File: src/rtl/mlaccel_qpi_host.sv
// rtl/mlaccel_qpi_host.sv - QPI bus master serialising a byte command stream onto csb/clk/io[3:0]
//
// Ports:
//   clock, reset          system clock, synchronous active-high reset
//   cmd_valid/cmd_ready   byte command handshake; cmd_data/cmd_read/cmd_last qualify the byte
//   rsp_valid/rsp_data    one-cycle pulse with a captured read byte
//   busy                  high from the first accepted byte until the chip-select gap ends
//   qpi_csb, qpi_clk      registered QPI chip select (active low) and clock
//   qpi_io_do/qpi_io_oe   registered io drive data and enable (all enable bits equal)
//   qpi_io_di             io sample data from the slave
module mlaccel_qpi_host #(
    parameter int CLKDIV  = 2,
    parameter int CSB_GAP = 4
) (
    input  logic       clock,
    input  logic       reset,
    input  logic       cmd_valid,
    output logic       cmd_ready,
    input  logic [7:0] cmd_data,
    input  logic       cmd_read,
    input  logic       cmd_last,
    output logic       rsp_valid,
    output logic [7:0] rsp_data,
    output logic       busy,
    output logic       qpi_csb,
    output logic       qpi_clk,
    output logic [3:0] qpi_io_do,
    output logic [3:0] qpi_io_oe,
    input  logic [3:0] qpi_io_di
);

    localparam int HC_MAX = (CLKDIV > CSB_GAP) ? CLKDIV : CSB_GAP;
    localparam int HCW    = $clog2(HC_MAX + 1);
    localparam logic [HCW-1:0] HC_CLK = HCW'(CLKDIV - 1);
    localparam logic [HCW-1:0] HC_GAP = HCW'(CSB_GAP - 1);

    typedef enum logic [2:0] {
        S_IDLE, S_LO0, S_HI0, S_LO1, S_HI1, S_WAIT, S_END, S_GAP
    } state_t;

    state_t         state, state_nx;
    logic [HCW-1:0] hc, hc_nx;
    logic [7:0]     dat_q, dat_nx;
    logic           rd_q, rd_nx;
    logic           lst_q, lst_nx;
    logic           csb_nx, clk_nx, rsp_valid_nx;
    logic [7:0]     rsp_data_nx;
    logic [3:0]     do_nx, oe_nx;
    logic           accept, hc_zero;

    assign cmd_ready = ((state == S_IDLE) || (state == S_WAIT)) && !reset;
    assign accept    = cmd_valid && cmd_ready;
    assign hc_zero   = (hc == '0);
    assign busy      = (state != S_IDLE);

    always_ff @(posedge clock) begin
        if (reset) begin
            state     <= S_IDLE;
            hc        <= '0;
            dat_q     <= 8'h00;
            rd_q      <= 1'b0;
            lst_q     <= 1'b0;
            qpi_csb   <= 1'b1;
            qpi_clk   <= 1'b0;
            qpi_io_do <= 4'h0;
            qpi_io_oe <= 4'h0;
            rsp_valid <= 1'b0;
            rsp_data  <= 8'h00;
        end else begin
            state     <= state_nx;
            hc        <= hc_nx;
            dat_q     <= dat_nx;
            rd_q      <= rd_nx;
            lst_q     <= lst_nx;
            qpi_csb   <= csb_nx;
            qpi_clk   <= clk_nx;
            qpi_io_do <= do_nx;
            qpi_io_oe <= oe_nx;
            rsp_valid <= rsp_valid_nx;
            rsp_data  <= rsp_data_nx;
        end
    end

    always_comb begin
        state_nx = state;
        case (state)
            S_IDLE:  if (accept) state_nx = S_LO0;
            S_LO0:   if (hc_zero) state_nx = S_HI0;
            S_HI0:   if (hc_zero) state_nx = S_LO1;
            S_LO1:   if (hc_zero) state_nx = S_HI1;
            S_HI1:   if (hc_zero) state_nx = lst_q ? S_END : S_WAIT;
            S_WAIT:  if (accept) state_nx = S_LO0;
            S_END:   if (hc_zero) state_nx = S_GAP;
            S_GAP:   if (hc_zero) state_nx = S_IDLE;
            default: state_nx = S_IDLE;
        endcase
    end

    // Next values for every registered pin, so nothing combinational reaches the pads.
    always_comb begin
        hc_nx        = hc;
        dat_nx       = dat_q;
        rd_nx        = rd_q;
        lst_nx       = lst_q;
        csb_nx       = qpi_csb;
        do_nx        = qpi_io_do;
        oe_nx        = qpi_io_oe;
        rsp_valid_nx = 1'b0;
        rsp_data_nx  = rsp_data;
        clk_nx       = (state_nx == S_HI0) || (state_nx == S_HI1);

        // One shared down-counter: reload on every state change, GAP uses its own length.
        if (state_nx != state) begin
            hc_nx = (state_nx == S_GAP) ? HC_GAP : HC_CLK;
        end else if (!hc_zero) begin
            hc_nx = hc - HCW'(1);
        end

        if (accept) begin
            dat_nx = cmd_data;
            rd_nx  = cmd_read;
            lst_nx = cmd_last;
            csb_nx = 1'b0;
            // A read releases io from its first low phase, giving the slave a turnaround.
            oe_nx  = cmd_read ? 4'h0 : 4'hF;
            if (!cmd_read) do_nx = cmd_data[7:4];
        end

        if ((state == S_HI0) && hc_zero && !rd_q) begin
            do_nx = dat_q[3:0];
        end

        // Capture on the edge that raises qpi_clk; the slave has held data since the low phase.
        if ((state == S_LO0) && hc_zero && rd_q) begin
            rsp_data_nx[7:4] = qpi_io_di;
        end
        if ((state == S_LO1) && hc_zero && rd_q) begin
            rsp_data_nx[3:0] = qpi_io_di;
            rsp_valid_nx     = 1'b1;
        end

        if ((state == S_END) && hc_zero) begin
            csb_nx = 1'b1;
            do_nx  = 4'h0;
            oe_nx  = 4'h0;
        end
    end

endmodule
File: config.mk
export PLATFORM = sky130hd
export DESIGN_NAME = mlaccel_qpi_host
export DESIGN_NICKNAME = d
export VERILOG_FILES = /design/src/rtl/mlaccel_qpi_host.sv
export SDC_FILE = /design/constraint.sdc
export NUM_CORES = 1
export LEC_CHECK = 0
export CAP_MARGIN = 20
export CORE_ASPECT_RATIO = 1.4
export CORE_MARGIN = 2
export CORE_UTILIZATION = 25
export CTS_CLUSTER_SIZE = 16
export DETAILED_ROUTE_END_ITERATION = 16
export GPL_ROUTABILITY_DRIVEN = 0
export PLACE_DENSITY_LB_ADDON = 0.2
export SETUP_SLACK_MARGIN = 0.3
export SLEW_MARGIN = 20
export SYNTH_ARGS = -nofsm -noshare
export SYNTH_HDL_FRONTEND = slang
export SYNTH_SLANG_ARGS = --single-unit
File: constraint.sdc
create_clock -name clock -period 2.26 [get_ports clock]
set_clock_uncertainty 0.2 [all_clocks]
set_input_delay 0.452 -clock clock [delete_from_list [all_inputs] [get_ports clock]]
set_output_delay 0.452 -clock clock [all_outputs]
set_load 0.01 [all_outputs]
Yosys cells after proc, flatten, opt, wreduce, memory -nomap -nowiden
Cells that the tools add are included.
{"block": "classes", "n_addsub": 1, "eq_ne": 13, "muxes": 17, "reduce_logical": 20}
{"cell": "$mux 3", "n": 9}
{"cell": "$pmux 3 s7", "n": 1}
{"cell": "$eq 3x3->1 const B", "n": 6}
{"cell": "$mux 4", "n": 4}
{"cell": "$eq 3x2->1 const B", "n": 3}
{"cell": "$logic_and 1x1->1", "n": 9}
{"cell": "$logic_not 3->1", "n": 2}
{"cell": "$mux 2", "n": 2}
{"cell": "$ne 2x1->1 const B", "n": 2}
{"cell": "$reduce_or 2->1", "n": 2}
{"cell": "$eq 3x1->1 const B", "n": 1}
{"cell": "$ne 3x3->1", "n": 1}
{"cell": "$reduce_bool 3->1", "n": 1}
{"cell": "$sub 3x1->3 const B", "n": 1}
{"cell": "$logic_not 1->1", "n": 2}
{"cell": "$logic_or 1x1->1", "n": 2}
{"cell": "$reduce_and 2->1", "n": 1}
{"cell": "$reduce_bool 2->1", "n": 1}
{"cell": "$mux 1", "n": 1}
{"block": "totals", "out_inout_bits": 21, "inputBits": 17, "regBits": 31, "elab_cells": 63}

Longest topological paths before layout
Gate-level depths: netlist of the first run.
{"block": "logic_depth", "word_depth": 9, "mapped_depth": 7, "ltp_nobuf": 6}

Worst setup path after synthesis of the first run
Ideal clock, no wire load.
{"block": "synth_path", "kind": "input to register", "from": "input port reset", "to": "register qpi_io_oe[2]", "setup_slack_ns": 0.451, "required_time_ns": 1.945, "setup_time_ns": 0.115, "path_buffers": 1, "path_stages": 5, "t_arrival_ns": 1.494, "path_cell_list": "clkbuf_1 > nand2b_1 > or3_1 > and2_0 > o21ba_1"}
{"block": "synth_via", "elab_chain_len": 3, "elab_cells_between_ends": 4, "cone_classes": "reduce/logical (4)"}
{"item": "from (decl)", "line": "16", "text": "input logic reset,"}
{"item": "$logic_not 1->1", "line": "51", "text": "assign cmd_ready = ((state == S_IDLE) || (state == S_WAIT)) && !reset;"}
{"item": "$logic_and 1x1->1", "line": "51"}
{"item": "$logic_and 1x1->1", "line": "52", "text": "assign accept = cmd_valid && cmd_ready;"}
{"item": "to (signal assigned)", "line": "78", "text": "qpi_io_oe <= oe_nx;"}
{"item": "to (decl)", "line": "28", "text": "output logic [3:0] qpi_io_oe,"}
Parallel ways exist; a longest one is shown, timed or not.
A chain may end at the register's enable or synchronous reset.

Worst setup path after layout of the first run
{"block": "layout_path", "from": "register state[2]", "to": "output port cmd_ready"}
{"block": "layout_via", "elab_chain_len": 3, "elab_cells_between_ends": 4, "cone_classes": "eq/ne (1); reduce/logical (3)"}
{"item": "from (decl)", "line": "41", "text": "state_t state, state_nx;"}
{"item": "from (signal assigned)", "line": "70", "text": "state <= state_nx;"}
{"item": "$eq 3x3->1 / $logic_not 3->1 (equally long branches)", "line": "51"}
{"item": "$logic_or 1x1->1 *", "line": "51"}
{"item": "$logic_and 1x1->1 *", "line": "51"}
{"item": "to (decl)", "line": "18", "text": "output logic cmd_ready,"}
Every way passes the cells marked *; elsewhere a longest branch is shown, timed or not.

==> impl_results.md, run 1 <==
* FMAX at 536 MHz
* Final core occ at 0.369
* Max Slew Vio Count at 0
* Dpl hpwl at around 2.3 mm
* Maximum fanout along the worst path at 3
* Vias in the first global route at 1113
* Sequential fraction of the synthesis area at 0.427
* Worst-Skew Late Latency at 0.27 ns
* Max clock buf depth at 2
* MaxCap Viol Count at 0
* Clock root cell: clkbuf_8
* Synth Area per Inst at 9.71 um^2
* Share of layout cells above drive strength 1 at 0.169
* Grt total ovfl at 0
* Number of I/O pins at 38
* # fillers at around 540
* Clock slew at the register clock pins of the worst setup and hold paths at 0.09 ns
* Initial antenna violation count at 0
* Antenna-violating nets left at 0
* Pwr Total at 0.00122 W
* Req. time, crit path at 1.61 ns
* Clk sinks at 28
* Iteration-0 DRC Markers at 41
* Drt wl/cell at 12.5 um
* Distinct cells, synth at 39
* Max rail drop VDD at 0.000236 V
* Mapped Cells at 135
* Number of vias per cell at about 4.6
* FF+latch count, synth at 28
* Status: finished, final reports clean
* Number of CTS-inserted buffers at 3
* Initial Util at 0.256
* Minimum clock period at between 1.5 and 2 ns
* ANT cells at 0
* Die Height at 89.7 um
* Pin count of the biggest net entering global routing at 20
* I/O Buffers at 37
* Commonest non-fill, non-tap cell in the layout: clkdlybuf4s50_1
* CTS tree: done
* Fin nets at 197
* Rel. slew slack at 0.808
* Endpoints failing setup at 0
* Yosys warns at 0
* First-pass GRT wire length at 5.08 mm
* Core Area at 5120 um^2
* Most frequent cells in the layout: clkdlybuf4s50_1, dfxtp_1, nor2_1
* Residual DRC at 0
* Row count at 31
* Pwr dens at 644 nW/um^2
* Crit Path Class: reg -> out
* Crit path capture type: output pin
* Mapped Area at 1310 um^2
* Final hold vios at 0
* HP Class: reg -> reg
* DR pass1 iterations at 4
* Leak pwr at around 0.74 nW
* R2R setup slack at around 0.47 ns
* Fin crit share at 0.825
* Crit start category: register
* Worst hold slack at 0.284 ns
* WL final at a little over 3 mm
* GRT Overall Usage at 0.110
* Area delta synth->final at 44.2%
* Htree depth at 1
* Die X at 65.2 um
* Worst EP arrival at 1.21 ns
* Syn nets at ~150
* Slew at the pin closest to its max-slew limit at 0.288 ns
* Via Count at roughly 1.1k
* RSZ-0062 raised after global routing: false
* Die area at about 5800 um^2
[state kept, by name, indices dropped and copies added, names as in the netlist]
name       cells
state          3
qpi_io_oe      1
hc             3
rsp_data       8
qpi_io_do      4
qpi_clk        1
rd_q           1
rsp_valid      1
dat_q          4
qpi_csb        1
lst_q          1
[cells by family after synthesis]
kind of cell | synth area share
adder cells (fa/ha/maj) | 0.0191
multiplexers | 0.145
buffers and inverters | 0.0611
XOR/XNOR | 0.0277
AND/OR/NAND/NOR | 0.199
flip-flops | 0.427
AO/OA/AOI/OAI | 0.120
[layout make-up]
| cell class | instances | area (um^2) | share of cell area |
|---|---|---|---|
| clock buffer | 4 | 55.1 | 0.0291 |
| inverter | 3 | 11.3 | 0.00596 |
| multi-input combinational | 92 | 696 | 0.368 |
| sequential | 28 | 569 | 0.301 |
| tap | 66 | 82.6 | 0.0437 |
| timing repair buffer | 50 | 477 | 0.252 |
[synth_stat cells]
| master | count | share of area |
|---|---|---|
| or3_1 | 1 | 0.0048 |
| buf_4 | 4 | 0.023 |
| a21oi_1 | 1 | 0.0038 |
| and2_0 | 1 | 0.0048 |
| and4_1 | 1 | 0.0067 |
| buf_6 | 1 | 0.0086 |
| and2b_1 | 1 | 0.0057 |
| nand2b_1 | 2 | 0.0095 |
| nor2b_1 | 3 | 0.014 |
| nand4b_1 | 1 | 0.0067 |
| a311oi_1 | 1 | 0.0067 |
| nor4_1 | 1 | 0.0048 |
| o21bai_1 | 1 | 0.0057 |
| or4_1 | 2 | 0.011 |
| a22oi_1 | 4 | 0.023 |
| o21ba_1 | 1 | 0.0076 |
| a21o_1 | 1 | 0.0057 |
| buf_2 | 1 | 0.0038 |
| dfxtp_1 | 28 | 0.43 |
| o311a_1 | 1 | 0.0076 |
| mux2i_1 | 19 | 0.15 |
| nand2_1 | 4 | 0.011 |
| xor2_4 | 1 | 0.021 |
| a211oi_1 | 6 | 0.034 |
| nor3_4 | 1 | 0.012 |
| nor4_4 | 1 | 0.016 |
| ha_1 | 2 | 0.019 |
| a31o_2 | 1 | 0.0067 |
| a2bb2oi_1 | 1 | 0.0067 |
| o21ai_0 | 2 | 0.0076 |
| nand3_1 | 1 | 0.0038 |
| nor2_1 | 24 | 0.069 |
| xnor2_1 | 1 | 0.0067 |
| nand3b_1 | 1 | 0.0057 |
| clkbuf_1 | 6 | 0.017 |
| inv_1 | 3 | 0.0086 |
| a31oi_1 | 1 | 0.0048 |
| nand4_1 | 1 | 0.0048 |
| nor3_1 | 2 | 0.0076 |
[power breakdown]
| group | internal, W | total [W] | switching (W) | leakage (nW) |
|---|---|---|---|---|
| Combinational | 0.000185 | 0.000353 | 0.000167 | 0.476 |
| Clock | 0.000156 | 0.000304 | 0.000148 | 0.0288 |
| Sequential | 0.000529 | 0.000560 | 0.0000312 | 0.230 |
[what timing repair did]
item,in CTS,in global routing
resized for setup,14,2
setup endpoints to repair,22,13
setup buffers,0,2
hold buffers,0,0
[metrics by stage]
stage                     TNS, ns  instance area [um^2]  cells  worst slack, ns
final                           0                  1890    243            0.396
after global routing            0                  1890    243            0.312
after CTS                       0                  1870    241            0.325
after detailed placement   -0.740                  1790    237           -0.110
after global placement     -0.523                  1790    237          -0.0840
after floorplan                 0                  1310    135            0.451
[critical path, cell delays in order, from the launching register on]
cell and delay, ns:
dfxtp_4 0.38, xor2_4 0.18, nor3_2 0.10, dlygate4sd2_1 0.28
[final timing paths]
kind	cells after the start	end	from
worst max-delay path	3	cmd_ready	state[2]$_SDFF_PP0_
worst min-delay path	1	qpi_csb$_SDFFE_PP1P_	qpi_csb$_SDFFE_PP1P_
worst max register to register	6	qpi_clk$_SDFF_PP0_	hc[0]$_SDFFE_PP0P_
worst min register to register	1	qpi_csb$_SDFFE_PP1P_	qpi_csb$_SDFFE_PP1P_
[routing by layer]
layer	share of wire	vias to the layer above	wire length, um	GRT usage
met5	0	-	0	0
met4	0.0092	0	28	0.0455
met3	0.034	2	103	0.0162
met2	0.54	17	1630	0.198
met1	0.42	538	1270	0.131
li1	-	557	-	-
Note: power is estimated with default switching activity, not from simulation.
==> run 2, diff against run 1 <==
- clock period: 2.26 -> 1.9 ns (I/O delays scaled with it)
==> run 2 against run 1 <==
Flip-flop and latch count unchanged. Clock power increased by 54%. Sequential power increased by 19%. Register-to-register slack got worse by 0.30 ns. Die area unchanged. Non-clock buffer count increased by 12. Count of clock-buffer cells in the layout decreased by 1. Total power increased by 37%. Via count increased by 4.1%. Critical path depth increased by 2.
==> impl_results.md, run 2 (synthesis results as in run 1) <==
* Die Height at ~90 um
* Metal-1 WL at 1.40 mm
* Crit Path Class: reg -> reg
* Pin count of the biggest net entering global routing at 24
* First-pass GRT wire length at 5.50 mm
* Final hold vios at 0
* Worst EP arrival at 1.68 ns
* Die X at 65.2 um
* Req. time, crit path at between 1.5 and 2 ns
* Slew at the pin closest to its max-slew limit at 0.252 ns
* Minimum clock period at 1.73 ns
* Max reg flops at 8
* Vias in the first global route at 1196
* Max Slew Vio Count at 0
* Iteration-0 DRC Markers at 26
* Pwr dens at about 810 nW/um^2
* ANT cells at 0
* Metal3 WL at 82 um
* Fin crit share at 0.909
* R2R setup slack at 0.17 ns
* FMAX at 579 MHz
* RSZ-0062 raised after global routing: true
* Antenna-violating nets left at 0
* Rel. slew slack at 0.832
* Clock root cell: clkbuf_8
* Initial Util at 0.256
* Core Area at 5120 um^2
* Row count at 31
* Reg with most FFs: rsp_data
* Max clock buf depth at 2
* Maximum fanout along the worst path at 5
* Number of CTS-inserted buffers at 3
* Clk sinks at 28
* HP Class: reg -> reg
* GRT Overall Usage at 0.121
* Status: finished, final reports clean
* Grt total ovfl at 0
* Initial antenna violation count at 0
* Share of layout cells above drive strength 1 at 0.312
* WL final at 3.28 mm
* DR top layer: met4
* Max rail drop VDD at around 0.00039 V
* Number of I/O pins at 38
* Biggest regs: rsp_data (8), dat_q (4), qpi_io_do (4)
* DR pass1 iterations at 4
* Number of vias per cell at 4.55
* Worst-Skew Late Latency at 0.28 ns
* Leak pwr at 0.900 nW
* Residual DRC at 0
* Via Count at 1160
* Met2 wire len at 1.71 mm
* Dpl hpwl at ~2.3 mm
* Final core occ at 0.399
* Crit start category: register
* Worst hold slack at about 0.27 ns
* Htree depth at 1
* Area delta synth->final at 55.6%
* I/O Buffers at 37
* MaxCap Viol Count at 0
* Hold buffer count at cts at 0
* CTS tree: done
* Most frequent cells in the layout: nor2_1, dfxtp_1, dlygate4sd2_1
* Endpoints failing setup at 0
* Die area at 5850 um^2
* Drt wl/cell at about 13 um
* Crit path capture type: register
* Clock slew at the register clock pins of the worst setup and hold paths at 0.10 ns
* Fin nets at 209
## run 2: cell count changes in the layout (fill, tap and decap cells not counted), sizes merged
cell and delta:
clkdlybuf4s50 -21, dlygate4sd2 +18, buf +14, bufinv +1, clkbuf -1, clkdlybuf4s15 +1
## run 2: routing by layer
metal | track usage | vias up
met5 | 0 | -
met4 | 0.0625 | 0
met3 | 0.0200 | 8
met2 | 0.211 | 19
met1 | 0.142 | 555
li1 | - | 578
## run 2: area by class of cell
| class | instances | area, um^2 |
|---|---|---|
| fill | 544 | 3080 |
| multi-input combinational | 92 | 746 |
| sequential | 28 | 572 |
| timing repair buffer | 62 | 558 |
| tap | 66 | 82.6 |
| clock buffer | 3 | 41.3 |
| clock inverter | 1 | 30.0 |
| inverter | 3 | 11.3 |
## run 2: timing repair
action                                 4_1_cts  5_1_grt
endpoints found under the hold margin        0        0
cloned                                       0        0
gates resized for setup                     51        8
setup endpoints to repair                   46       25
buffers inserted                            11        3
pin swaps                                   12       15
## run 2: metrics by stage
step | area, um^2 | setup slack [ns] | power (W) | setup TNS, ns | instances
3_3_place_gp | 1820 | -0.288 | 0.00110 | -2.24 | 237
5_1_grt | 2040 | 0.102 | 0.00176 | 0 | 255
3_5_place_dp | 1820 | -0.289 | 0.00111 | -2.49 | 237
2_1_floorplan | 1370 | 0.270 | 0.000965 | 0 | 135
4_1_cts | 1990 | 0.140 | 0.00163 | 0 | 252
6_report | 2040 | 0.173 | 0.00166 | 0 | 255
## run 2: path summary, 6_finish.rpt
| check | startpoint | end | cells past startpoint |
|---|---|---|---|
| setup / recovery | state[2]$_SDFF_PP0_ | hc[1]$_SDFFE_PP0P_ | 5 |
| hold / removal | qpi_csb$_SDFFE_PP1P_ | qpi_csb$_SDFFE_PP1P_ | 1 |
| setup reg to reg | state[2]$_SDFF_PP0_ | hc[1]$_SDFFE_PP0P_ | 5 |
| hold reg to reg | qpi_csb$_SDFFE_PP1P_ | qpi_csb$_SDFFE_PP1P_ | 1 |
## run 2: where the power goes
group,switching (W),leakage (nW),internal [W]
sequential,0.0000352,0.230,0.000631
clock,0.000184,0.0357,0.000282
combinational,0.000238,0.634,0.000291
## run 2: critical path, cell delays in order (launching register included)
cell,delay (ns)
dfxtp_4,0.38
xor2_4,0.19
buf_6,0.14
or4_4,0.47
a22oi_2,0.15
nor3_1,0.07
==> run 3, diff against run 2 <==
- SETUP_SLACK_MARGIN: 0.3 -> unset
==> run 3 against run 2 <==
Total power shrank 12%. Critical endpoint is now qpi_io_oe[2]. Utilization fell by 2.3 points. Worst hold slack lost 0.012 ns. Routed wire length is 4.4% lower. Non-clock buffer count is 5 lower. Final cell count fell by 2.0%. Largest cell class unchanged. Via count is 2.7% lower. Critical path depth decreased by 4.
==> impl_results.md, run 3 (synthesis results as in run 1) <==
* Status: finished, final reports clean
* Worst-Skew Late Latency at approximately 0.27 ns
* Number of I/O pins at 38
* Switching Share at 0.283
* Internal power at 0.00105 W
* Endpoints failing setup at 0
* Antenna-violating nets left at 0
* MaxCap Viol Count at 0
* Initial Util at 0.256
* Worst path slowest cell: clkdlybuf4s50_1
* CTS tree: done
* Reg with most FFs: rsp_data
* ANT cells at 0
* Max clock buf depth at 2
* Area delta synth->final at 46.8%
* Rel. slew slack at 0.811
* HP Class: reg -> reg
* CP bufs+invs at 1
* Req. time, crit path at 1.32 ns
* Fin crit share at 0.946
* I/O Buffers at 37
* Iteration-0 DRC Markers at 65
* Hold buffer count at cts at 0
* Die area at 5850 um^2
* Max reg flops at 8
* Die X at 65.2 um
* Share of layout cells above drive strength 1 at 0.196
* P_sw at 0.000415 W
* WL final at 3.14 mm
* Final hold vios at 0
* Row count at 31
* DR pass1 iterations at 4
* Clk network pwr share at 0.248
* Pin count of the biggest net entering global routing at 20
* Clk sinks at 28
* Worst EP arrival at 1.22 ns
* Crit Path Class: reg -> out
* Crit path capture type: output pin
* Biggest regs: rsp_data (8), dat_q (4), qpi_io_do (4)
* Slew at the pin closest to its max-slew limit at roughly 0.28 ns
* Number of vias per cell at 4.52
* Fin nets at 204
* Pwr dens at 762 nW/um^2
* Minimum clock period at 1.80 ns
* Sequential power share at 0.449
* Max rail drop VDD at approximately 0.00025 V
* Commonest non-fill, non-tap cell in the layout: clkdlybuf4s50_1
* Slowest stage delay, CP at 0.56 ns
* RSZ-0062 raised after global routing: false
* CP delay by family, top: buffers and inverters
* Maximum fanout along the worst path at 5
* Worst hold slack at about 0.26 ns
* FMAX at 557 MHz
* Crit start category: register
* Most frequent cells in the layout: clkdlybuf4s50_1, dfxtp_1, nor2_1
* Initial antenna violation count at 0
* Via Count at 1129
* Combinational share of power at 0.303
* Clock slew at the register clock pins of the worst setup and hold paths at about 0.09 ns
* Die Height at 89.7 um
* Htree depth at 1
* Residual DRC at 0
* Setup TNS at 0 ns
* Critical path, cell by cell: clkdlybuf4s50_1
* First-pass GRT wire length at 5.47 mm
* Dpl hpwl at around 2.4 mm
* Clock root cell: clkbuf_8
* Leak pwr at 0.761 nW
* Drt wl/cell at 12.5 um
* Number of CTS-inserted buffers at 3
* Vias in the first global route at 1198
* R2R setup slack at about 0.14 ns
* Core Area at 5120 um^2
* GRT Overall Usage at 0.120
* Grt total ovfl at 0
* Max Slew Vio Count at 0
run 3: power groups by stage:
stage,Clock [W],Sequential [W],Combinational (W)
floorplan,0,0.000667,0.000257
global placement,0,0.000671,0.000441
detailed placement,0,0.000673,0.000443
CTS,0.000383,0.000659,0.000445
global route,0.000409,0.000667,0.000501
finish,0.000363,0.000658,0.000445
run 3: path summary, 6_finish.rpt:
path	start	endpoint	cells after the start
worst max register to register	state[2]$_SDFF_PP0_	qpi_io_oe[2]$_SDFFE_PP0P_	5
worst min register to register	qpi_csb$_SDFFE_PP1P_	qpi_csb$_SDFFE_PP1P_	1
worst min-delay path	qpi_csb$_SDFFE_PP1P_	qpi_csb$_SDFFE_PP1P_	1
worst max-delay path	qpi_io_oe[2]$_SDFFE_PP0P_	qpi_io_oe[2]	1
run 3: what timing repair did:
item	in CTS	in global routing
gates resized for setup	8	5
buffers inserted	1	0
setup endpoints to repair	4	12
pin swaps	0	1
run 3: layout make-up:
class | instances | area [um^2]
clock buffer | 4 | 55.1
timing repair buffer | 57 | 526
fill | 548 | 3200
sequential | 28 | 567
multi-input combinational | 92 | 683
inverter | 3 | 11.3
tap | 66 | 82.6
run 3: stage by stage:
step | util | instance area, um^2 | setup slack (ns) | power (W) | instances
floorplan | - | 1310 | 0.116 | 0.000924 | 135
global placement | 0.361 | 1850 | -0.298 | 0.00111 | 245
detailed placement | 0.361 | 1850 | -0.310 | 0.00112 | 245
CTS | 0.375 | 1920 | 0.0744 | 0.00149 | 250
global route | 0.376 | 1920 | 0.0138 | 0.00158 | 250
finish | 0.376 | 1920 | 0.103 | 0.00147 | 250
run 3: per-layer routing:
layer,track usage,routed length [um],vias to the layer above
met1,0.141,1340,547
met5,0,0,-
li1,-,-,568
met2,0.216,1680,12
met3,0.0200,78,2
met4,0.0511,38,0
